## config.mk

```make
export PLATFORM = sky130hd
export DESIGN_NAME = fifo_prefill_param_flat
export DESIGN_NICKNAME = d
export VERILOG_FILES = /design/src/rtl/fifo_prefill_param_if.sv /design/src/rtl/fifo_prefill_param.sv /design/src/flat_wrapper.sv
export SDC_FILE = /design/constraint.sdc
export NUM_CORES = 1
export LEC_CHECK = 0
export CAP_MARGIN = 25
export CORE_ASPECT_RATIO = 0.5
export CORE_MARGIN = 2
export CORE_UTILIZATION = 64
export CTS_CLUSTER_SIZE = 30
export DETAILED_ROUTE_END_ITERATION = 8
export PLACE_DENSITY = 0.83
export SLEW_MARGIN = 20
export SYNTH_ARGS = -nofsm -noshare
export SYNTH_HDL_FRONTEND = slang
export SYNTH_SLANG_ARGS = --single-unit
```

## constraint.sdc

```tcl
create_clock -name i_clk -period 7.1 [get_ports i_clk]
set_clock_uncertainty 0.05 [all_clocks]
set_input_delay 1.42 -clock i_clk [delete_from_list [all_inputs] [get_ports i_clk]]
set_output_delay 1.42 -clock i_clk [all_outputs]
set_load 0.02 [all_outputs]
```

## src/rtl/fifo_prefill_param_if.sv

```systemverilog
// Bundle of the FIFO data, handshake and status signals.
// The master side is the user that pushes and pops; the slave side is the FIFO.
// Clock and reset are kept as plain ports on the FIFO itself.
interface fifo_prefill_param_if #(
  parameter int DATA_WIDTH = 64,
  parameter int DEPTH_LOG2 = 4
);

  // Requests into the FIFO
  logic [DATA_WIDTH-1:0] i_item;
  logic                  i_write;
  logic                  i_read;
  logic                  i_clear_err;

  // Head data and status out of the FIFO
  logic [DATA_WIDTH-1:0] o_item;
  logic [DEPTH_LOG2:0]   o_count;
  logic                  empty;
  logic                  full;
  logic                  almost_empty;
  logic                  almost_full;
  logic                  overrun;
  logic                  underrun;

  modport master (
    output i_item, i_write, i_read, i_clear_err,
    input  o_item, o_count, empty, full, almost_empty, almost_full,
           overrun, underrun
  );

  modport slave (
    input  i_item, i_write, i_read, i_clear_err,
    output o_item, o_count, empty, full, almost_empty, almost_full,
           overrun, underrun
  );

endinterface

```

## src/rtl/fifo_prefill_param.sv

```systemverilog
// First-word-fall-through FIFO with zero-valued prefill entries at reset.
// Used between merger-tree stages: the prefill zeros act as sentinels that
// are consumed before real items. Tracks occupancy, exposes programmable
// almost-full/almost-empty thresholds and sticky overrun/underrun flags.
// The interface instance must be built with the same DATA_WIDTH and
// DEPTH_LOG2 as this module.
module fifo_prefill_param #(
  parameter int DATA_WIDTH = 64,
  parameter int DEPTH_LOG2 = 4,
  parameter int PREFILL    = 0,
  parameter int AF_THRESH  = (1 << DEPTH_LOG2) - 1,
  parameter int AE_THRESH  = 1
) (
  input logic                  i_clk,
  input logic                  i_rst,
  fifo_prefill_param_if.slave  bus
);

  localparam int DEPTH = 1 << DEPTH_LOG2;
  localparam int CNT_W = DEPTH_LOG2 + 1;

  // Write pointer starts just past the prefilled entries
  localparam logic [DEPTH_LOG2-1:0] WR_PTR_RST = DEPTH_LOG2'(PREFILL % DEPTH);
  localparam logic [CNT_W-1:0]      CNT_RST    = CNT_W'(PREFILL);
  localparam logic [CNT_W-1:0]      CNT_FULL   = CNT_W'(DEPTH);
  localparam logic [CNT_W-1:0]      AF_LVL     = CNT_W'(AF_THRESH);
  localparam logic [CNT_W-1:0]      AE_LVL     = CNT_W'(AE_THRESH);

  // Zero flags set for entries 0..PREFILL-1 at reset
  function automatic logic [DEPTH-1:0] zflag_init();
    logic [DEPTH-1:0] z;
    z = '0;
    for (int i = 0; i < DEPTH; i++) begin
      z[i] = (i < PREFILL);
    end
    return z;
  endfunction

  localparam logic [DEPTH-1:0] ZFLAG_RST = zflag_init();

  // Configuration sanity checks, reported at elaboration
  if (DATA_WIDTH < 1) begin : g_bad_width
    $error("fifo_prefill_param: DATA_WIDTH must be >= 1");
  end
  if (DEPTH_LOG2 < 1) begin : g_bad_depth
    $error("fifo_prefill_param: DEPTH_LOG2 must be >= 1");
  end
  if (PREFILL < 0 || PREFILL > DEPTH) begin : g_bad_prefill
    $error("fifo_prefill_param: PREFILL must be in 0..DEPTH");
  end
  if (AF_THRESH < 1 || AF_THRESH > DEPTH) begin : g_bad_af
    $error("fifo_prefill_param: AF_THRESH must be in 1..DEPTH");
  end
  if (AE_THRESH < 0 || AE_THRESH > DEPTH - 1) begin : g_bad_ae
    $error("fifo_prefill_param: AE_THRESH must be in 0..DEPTH-1");
  end

  // Storage; data is never reset, validity comes from count and zero flags
  logic [DATA_WIDTH-1:0] mem_q [DEPTH];

  // Control state
  logic [DEPTH_LOG2-1:0] rd_ptr_q,  rd_ptr_d;
  logic [DEPTH_LOG2-1:0] wr_ptr_q,  wr_ptr_d;
  logic [CNT_W-1:0]      count_q,   count_d;
  logic [DEPTH-1:0]      zflag_q,   zflag_d;
  logic                  overrun_q, overrun_d;
  logic                  underrun_q, underrun_d;

  // Handshake decode
  logic empty_w;
  logic full_w;
  logic rd_ok;
  logic wr_ok;
  logic mem_we;

  assign empty_w = (count_q == '0);
  assign full_w  = (count_q == CNT_FULL);

  // A pop frees the slot a push into a full FIFO needs; an empty FIFO
  // cannot bypass a same-cycle push to the reader.
  assign rd_ok  = bus.i_read && !empty_w;
  assign wr_ok  = bus.i_write && (!full_w || rd_ok);
  assign mem_we = wr_ok && !i_rst;

  // Next-state for pointers, occupancy, zero flags and sticky errors
  always_comb begin
    rd_ptr_d   = rd_ptr_q;
    wr_ptr_d   = wr_ptr_q;
    count_d    = count_q;
    zflag_d    = zflag_q;
    overrun_d  = overrun_q;
    underrun_d = underrun_q;

    if (wr_ok) begin
      wr_ptr_d          = wr_ptr_q + 1'b1;
      zflag_d[wr_ptr_q] = 1'b0;
    end
    if (rd_ok) begin
      rd_ptr_d = rd_ptr_q + 1'b1;
    end

    unique case ({wr_ok, rd_ok})
      2'b10:   count_d = count_q + 1'b1;
      2'b01:   count_d = count_q - 1'b1;
      default: count_d = count_q;
    endcase

    // Clear first, then a new error in the same cycle sets it again
    if (bus.i_clear_err) begin
      overrun_d  = 1'b0;
      underrun_d = 1'b0;
    end
    if (bus.i_write && !wr_ok) begin
      overrun_d = 1'b1;
    end
    if (bus.i_read && !rd_ok) begin
      underrun_d = 1'b1;
    end
  end

  // Control registers, restored to the prefill state by reset
  always_ff @(posedge i_clk or posedge i_rst) begin
    if (i_rst) begin
      rd_ptr_q   <= '0;
      wr_ptr_q   <= WR_PTR_RST;
      count_q    <= CNT_RST;
      zflag_q    <= ZFLAG_RST;
      overrun_q  <= 1'b0;
      underrun_q <= 1'b0;
    end else begin
      rd_ptr_q   <= rd_ptr_d;
      wr_ptr_q   <= wr_ptr_d;
      count_q    <= count_d;
      zflag_q    <= zflag_d;
      overrun_q  <= overrun_d;
      underrun_q <= underrun_d;
    end
  end

  // Data storage write; suppressed while reset is held
  always_ff @(posedge i_clk) begin
    if (mem_we) begin
      mem_q[wr_ptr_q] <= bus.i_item;
    end
  end

  // Head entry falls through; prefill sentinels and an empty FIFO read as 0
  always_comb begin
    bus.o_item = '0;
    if (!empty_w && !zflag_q[rd_ptr_q]) begin
      bus.o_item = mem_q[rd_ptr_q];
    end
  end

  assign bus.o_count      = count_q;
  assign bus.empty        = empty_w;
  assign bus.full         = full_w;
  assign bus.almost_empty = (count_q <= AE_LVL);
  assign bus.almost_full  = (count_q >= AF_LVL);
  assign bus.overrun      = overrun_q;
  assign bus.underrun     = underrun_q;

endmodule
```

## src/flat_wrapper.sv

```systemverilog
// flat-port wrapper written by rule: the top's interface ports become plain ports
module fifo_prefill_param_flat 
#(
  parameter int DATA_WIDTH = 64,
  parameter int DEPTH_LOG2 = 4,
  parameter int PREFILL    = 0,
  parameter int AF_THRESH  = (1 << DEPTH_LOG2) - 1,
  parameter int AE_THRESH  = 1
)
  (i_clk, i_rst, bus_i_item, bus_i_write, bus_i_read, bus_i_clear_err, bus_o_item, bus_o_count, bus_empty, bus_full, bus_almost_empty, bus_almost_full, bus_overrun, bus_underrun);
  fifo_prefill_param_if #(.DATA_WIDTH(DATA_WIDTH), .DEPTH_LOG2(DEPTH_LOG2)) bus_i ();
  input logic i_clk;
  input logic i_rst;
  input wire logic [$bits(bus_i.i_item)-1:0] bus_i_item;
  input wire logic [$bits(bus_i.i_write)-1:0] bus_i_write;
  input wire logic [$bits(bus_i.i_read)-1:0] bus_i_read;
  input wire logic [$bits(bus_i.i_clear_err)-1:0] bus_i_clear_err;
  output wire logic [$bits(bus_i.o_item)-1:0] bus_o_item;
  output wire logic [$bits(bus_i.o_count)-1:0] bus_o_count;
  output wire logic [$bits(bus_i.empty)-1:0] bus_empty;
  output wire logic [$bits(bus_i.full)-1:0] bus_full;
  output wire logic [$bits(bus_i.almost_empty)-1:0] bus_almost_empty;
  output wire logic [$bits(bus_i.almost_full)-1:0] bus_almost_full;
  output wire logic [$bits(bus_i.overrun)-1:0] bus_overrun;
  output wire logic [$bits(bus_i.underrun)-1:0] bus_underrun;
  assign bus_i.i_item = bus_i_item;
  assign bus_i.i_write = bus_i_write;
  assign bus_i.i_read = bus_i_read;
  assign bus_i.i_clear_err = bus_i_clear_err;
  assign bus_o_item = bus_i.o_item;
  assign bus_o_count = bus_i.o_count;
  assign bus_empty = bus_i.empty;
  assign bus_full = bus_i.full;
  assign bus_almost_empty = bus_i.almost_empty;
  assign bus_almost_full = bus_i.almost_full;
  assign bus_overrun = bus_i.overrun;
  assign bus_underrun = bus_i.underrun;
  fifo_prefill_param #(.DATA_WIDTH(DATA_WIDTH), .DEPTH_LOG2(DEPTH_LOG2), .PREFILL(PREFILL), .AF_THRESH(AF_THRESH), .AE_THRESH(AE_THRESH)) u_core (.i_clk(i_clk), .i_rst(i_rst), .bus(bus_i));
endmodule
```

# Yosys cells after proc, flatten, opt, wreduce, memory -nomap -nowiden

Memories as Yosys holds them, arrays and structs flattened.
Index checks and enable logic that the tools add are counted.

$lt $le $gt $ge: 5
$add $sub $neg: 4
Multiply operators: 0
Reduce and logical (&&, ||, !) cells: 18
Mux-type cells: 11
Eq/ne operators: 3
Shifts and indexed selects: 0
Divide/modulo/power cells: 0
Bitwise gates (word level): 2

Operators with widths:

| kind                  | count |
|---|---|
| $mux W64              | 1 |
| $and A16 B16 Y16      | 1 |
| $not A16 Y16          | 1 |
| $lt A4 B5 Y1 const B  | 2 |
| $pmux W5 S2           | 1 |
| $add A4 B1 Y4 const B | 2 |
| $logic_and A1 B1 Y1   | 7 |
| $mux W1               | 7 |
| $logic_not A1 Y1      | 6 |
| $reduce_bool A2 Y1    | 3 |
| $add A5 B1 Y5 const B | 1 |
| $eq A5 B5 Y1 const B  | 1 |
| $ge A5 B4 Y1 const B  | 1 |
| $le A5 B1 Y1 const B  | 1 |
| $logic_not A5 Y1      | 1 |
| $sub A5 B1 Y5 const B | 1 |
| $bmux W1 S4           | 1 |
| $demux W1 S4          | 1 |
| $ge A4 B1 Y1 const B  | 1 |
| $eq A2 B1 Y1 const B  | 1 |
| $eq A2 B2 Y1 const B  | 1 |
| $logic_or A1 B1 Y1    | 1 |

Word-level logic and storage cells: 50
Output and inout bits: 75
Memory bits (writable): 1024
Input bits: 69
Memory bits (read-only): 0
Memories: 1
Latch bits: 0
Bits in registers: 31

Memory list:

| name         | depth | width | rd ports | clocked after memory_dff | write ports | line                     | source |
|---|---|---|---|---|---|---|---|
| u_core.mem_q | 16    | 64    | 1        | 0                        | 1           | fifo_prefill_param.sv:59 | `logic [DATA_WIDTH-1:0] mem_q [DEPTH];` |

# Depth between registers and ports, before layout

Depth in word-level cells: 8
Gate-level depth with buffers: 11
Gate-level depth less buffers: 9

# Worst setup path after synthesis

Ideal clock, no wire load.

Kind: input -> register
From: in i_rst
To: mem u_core.mem_q[12][0], enable pin
Cell stages on the path: 3
Data arrival time: 5.115 ns
Path slack: 1.449 ns
Buffers on the path: 0
Required time: 6.563 ns
Library setup time: 0.487 ns
Path through: inv_1 > nand3_1 > nor2_1

Cells in the longest elaborated chain, start to end: 4

RTL lines:

| item                          | line                      | source |
|---|---|---|
| start: declaration            | flat_wrapper.sv:13        | `input logic i_rst;` |
| $logic_not A1 Y1              | fifo_prefill_param.sv:83  | `assign mem_we = wr_ok && !i_rst;` |
| $logic_and A1 B1 Y1           | fifo_prefill_param.sv:83  |  |
| $mux W1                       | fifo_prefill_param.sv:142 | `if (mem_we) begin` |
| $mux W1 (not written as such) | fifo_prefill_param.sv:143 | `mem_q[wr_ptr_q] <= bus.i_item;` |
| end: declaration              | fifo_prefill_param.sv:59  |  |

Every way passes these cells.

# Worst setup path in the final report

From: reg u_core.rd_ptr_q[1]
To: out bus_o_item[37]

Cells in the longest elaborated chain, start to end: 5

RTL lines:

| item                          | line                      | source |
|---|---|---|
| start: declaration            | fifo_prefill_param.sv:62  | `logic [DEPTH_LOG2-1:0] rd_ptr_q, rd_ptr_d;` |
| start signal: assignment      | fifo_prefill_param.sv:131 | `rd_ptr_q <= rd_ptr_d;` |
| $bmux W1 S4                   | fifo_prefill_param.sv:150 | `if (!empty_w && !zflag_q[rd_ptr_q]) begin` |
| $mux W1 (not written as such) | fifo_prefill_param.sv:150 |  |
| $logic_not A1 Y1              | fifo_prefill_param.sv:150 |  |
| $logic_and A1 B1 Y1           | fifo_prefill_param.sv:150 |  |
| $mux W64 *                    | fifo_prefill_param.sv:150 |  |
| end: declaration              | flat_wrapper.sv:18        | `output wire logic [$bits(bus_i.o_item)-1:0] bus_o_item;` |

Mark *: on every way between the ends. The rest lies on a longest branch, timed or not. The select of a mux whose other input is x is not followed.

==> out/metrics.yaml <==
drtIter0Drc: 3147
num_vias: 21285
seq_power_share_pct: 39.6
htree_num_levels: 3
die-area_sq_um: 66500
period_share_pct: 85.2
p_clk_share_pct: 25.0
synth_nets: 1950
met2_length_um: 52300
cts_made_buffers: 88
cts_tree: "done"
fin_cells: 2954
worstSetupPathType: "reg2out"
switching_share_pct: 32.6
p_per_area_nw_per_um2: 409
p_leak_nw: 14.6
grt_pass1_vias: 21651
worstPathArrival_ns: 4.58
drv_cap: 0
path_max_fanout: 48
root_buffer: "clkbuf_16"
power_frac_comb_pct: 35.4
min_period_ns: 6.05
cts.path.max_buffers: 3
clock_latency_ns: 0.64
min_path_type: "reg2reg"
syn_inst: 1870
grt.overflow.total: 0
slowest_stage: "dfrtp_4"
synth-edff-count: 1024
die_x_um: 363
clock_sink_count: 1055
grt_pass1_wl_um: 148000
final_util_pct: 73.7
synth_warnings: 0
rsz0062_at_grt: "no"
slew_headroom_pct: 30.3
postRouteAntennaNets: 0
antenna_found_initial: 8
switchingPower_mw: 6.22
grt_use_total_pct: 31.5
drtPass1Iterations: 5
synth-seq-cells: 1055
p_int_mw: 12.9
mappedNetlistArea_sq_um: 41200
clk_pin_slew_ns: 0.07
gp_congestion: 0.781
grt_max_degree: 122
crit_chain: "mux2_2 > o2bb2ai_4 > buf_4 > o211ai_1 > a21oi_1 > clkdlybuf4s50_1"
syn_avg_cell_area_sq_um: 22.0
final_max_slew_viol_count: 0
wl_um: 102000
initial_core_util_pct: 65.0
hold_violations: 0
peakVddDrop_uv: 279
cts_hold_buf: 0
dr_wl_met3_um: 10900
route.detailed.drc: 0
placedCellCount: 2783
max_freq_mhz: 165
ys_async_sr_fraction_pct: 2.94
hpwl_um: 49500
nets: 2119
fp.dieH_um: 183
layout-area-overhead-vs-synth_pct: 13.3
cp_slowest_stage_delay_ns: 0.95
pin_count: 144
cp-start-kind: "flop"
worst_pin_slew_ns: 1.04
synth_sequential_area_ratio_pct: 76.6
vias_per_cell: 7.21
yosysUniqueCellTypes: 40
cp_data_required_time_ns: 5.63
status: "finished clean"
wl_per_cell_um: 34.7
cts_resized: 0
wl_met1_um: 35100
core_area_sq_um: 63300
tns_ns: 0
topRoutingLayerUsed: "met5"
placementRows: 65
setup_violations: 0
cp-end-kind: "output port"
synth-main-ff-cell: "edfxtp_1"
drive_gt1_share_pct: 27.3
port_buffers: 143
post_cts_buffers: 0
==> layout by cell type, fill, tap and decap left out, types with 2 or more instances in the layout <==
master / Yosys / layout
o31a_1: 4 / 4
clkinv_2: 0 / 11
clkinvlp_4: 0 / 3
nor2_1: 23 / 7
o31ai_1: 2 / 2
buf_16: 0 / 2
dfrtp_1: 31 / 27
clkbuf_1: 42 / 19
buf_4: 3 / 37
buf_12: 0 / 10
mux2_2: 131 / 131
o22ai_1: 2 / 2
nor2_4: 0 / 16
xor2_1: 3 / 3
inv_1: 12 / 11
nand2b_1: 7 / 7
o211ai_1: 63 / 63
xnor2_1: 7 / 7
dfrtp_4: 0 / 4
edfxtp_1: 1024 / 1024
o21ai_0: 4 / 4
clkdlybuf4s50_1: 0 / 143
clkinv_1: 0 / 28
mux2i_1: 2 / 2
diode_2: 0 / 7
bufinv_16: 0 / 5
nand2_1: 76 / 76
ha_1: 11 / 11
a21oi_1: 65 / 65
nand4_1: 3 / 3
mux4_2: 258 / 258
clkbuf_16: 0 / 94
o21a_1: 14 / 14
==> metrics by stage <==
step	total power, mW	worst slack (ns)	hold WS [ns]	instance area (sq um)
final	19.1	1.05	0.443	46600
after global routing	19.6	1.07	0.463	46600
after CTS	19.1	1.15	0.443	46500
after detailed placement	14.2	2.05	0.422	43700
after global placement	14.0	2.20	0.413	43700
after floorplan	11.9	1.45	0.402	41200
==> synthesized netlist by cell type (2+ instances only) <==
master / n / area (sq um)
o21a_1: 14 / 105
inv_1: 12 / 45.0
nand2b_1: 7 / 43.8
a21oi_1: 65 / 325
o211ai_1: 63 / 473
buf_6: 3 / 33.8
xnor2_1: 7 / 61.3
mux4_2: 258 / 5810
buf_1: 20 / 75.1
xor2_1: 3 / 26.3
buf_4: 3 / 22.5
o21ai_0: 4 / 20.0
nor2_1: 23 / 86.3
o31a_1: 4 / 35.0
o31ai_1: 2 / 15.0
nand2_1: 76 / 285
ha_1: 11 / 138
nand4_1: 3 / 18.8
edfxtp_1: 1024 / 30700
mux2_2: 131 / 1480
buf_2: 45 / 225
mux2i_1: 2 / 20.0
dfrtp_1: 31 / 776
clkbuf_1: 42 / 158
o22ai_1: 2 / 12.5
==> final cells by class <==
| cell class | count | area (sq um) |
|---|---|---|
| multi-input combinational | 689 | 9220 |
| clock inverter | 47 | 344 |
| fill | 3097 | 16700 |
| tap | 837 | 1050 |
| timing repair buffer | 192 | 1960 |
| sequential | 1055 | 31500 |
| clock buffer | 114 | 2440 |
| antenna | 7 | 17.5 |
| inverter | 13 | 52.6 |
==> cells by family (layout without fill, tap and decap cells) <==
group,Yosys count,after routing,share of synthesized area [%]
xor gates and xnor gates,10,10,0.213
muxes,391,391,17.8
and+or+nand+nor,118,118,1.21
other,0,7,0
AOI/OAI and AO/OA,159,159,2.52
adders and majority gates,11,11,0.334
buffers and inverters,126,366,1.37
DFF,1055,1055,76.6
==> registers in the layout, indices dropped and copies added, names as in the netlist <==
signal               flops
u_core.wr_ptr_q          4
u_core.mem_q          1024
u_core.bus.underrun      1
u_core.zflag_q          16
u_core.rd_ptr_q          4
u_core.bus.overrun       1
u_core.bus.o_count       5
==> power groups by stage <==
stage | logic [mW] | registers (mW) | clock network [mW]
after floorplan | 4.42 | 7.44 | 0
after global placement | 6.36 | 7.62 | 0
after detailed placement | 6.51 | 7.66 | 0
after CTS | 6.71 | 7.55 | 4.81
after global routing | 7.02 | 7.57 | 5.02
final | 6.75 | 7.56 | 4.78
==> worst max-delay path, delay by kind of cell (launching register included) <==
family                 cells  cell delay [ns]
buffers and inverters      2             1.19
multiplexers               1             0.45
flip-flops                 1             0.95
AO/OA/AOI/OAI              3             1.30
==> layer usage <==
layer  vias to the layer above  GRT usage [%]
met4                         2           12.5
met2                      1766           52.7
li1                       8160              -
met3                       284           6.16
met5                         -              0
met1                     11073           41.6
==> worst paths after layout <==
check,slack (ns),depth (start not counted),from,to
min reg2reg,0.44,1,u_core.zflag_q[15]$_DFFE_PP0P_,u_core.zflag_q[15]$_DFFE_PP0P_
max reg2reg,3.25,8,u_core.bus.o_count[0]$_DFFE_PP0P_,u_core.mem_q[8][6]$_DFFE_PP_
min in group asynchronous,1.03,2,i_rst,u_core.zflag_q[6]$_DFFE_PP0P_
max in group asynchronous,5.25,3,i_rst,u_core.rd_ptr_q[0]$_DFFE_PP0P_
min,0.44,1,u_core.zflag_q[15]$_DFFE_PP0P_,u_core.zflag_q[15]$_DFFE_PP0P_
max,1.05,6,u_core.rd_ptr_q[1]$_DFFE_PP0P_,bus_o_item[37]
Power figures use the tool's default switching activity.
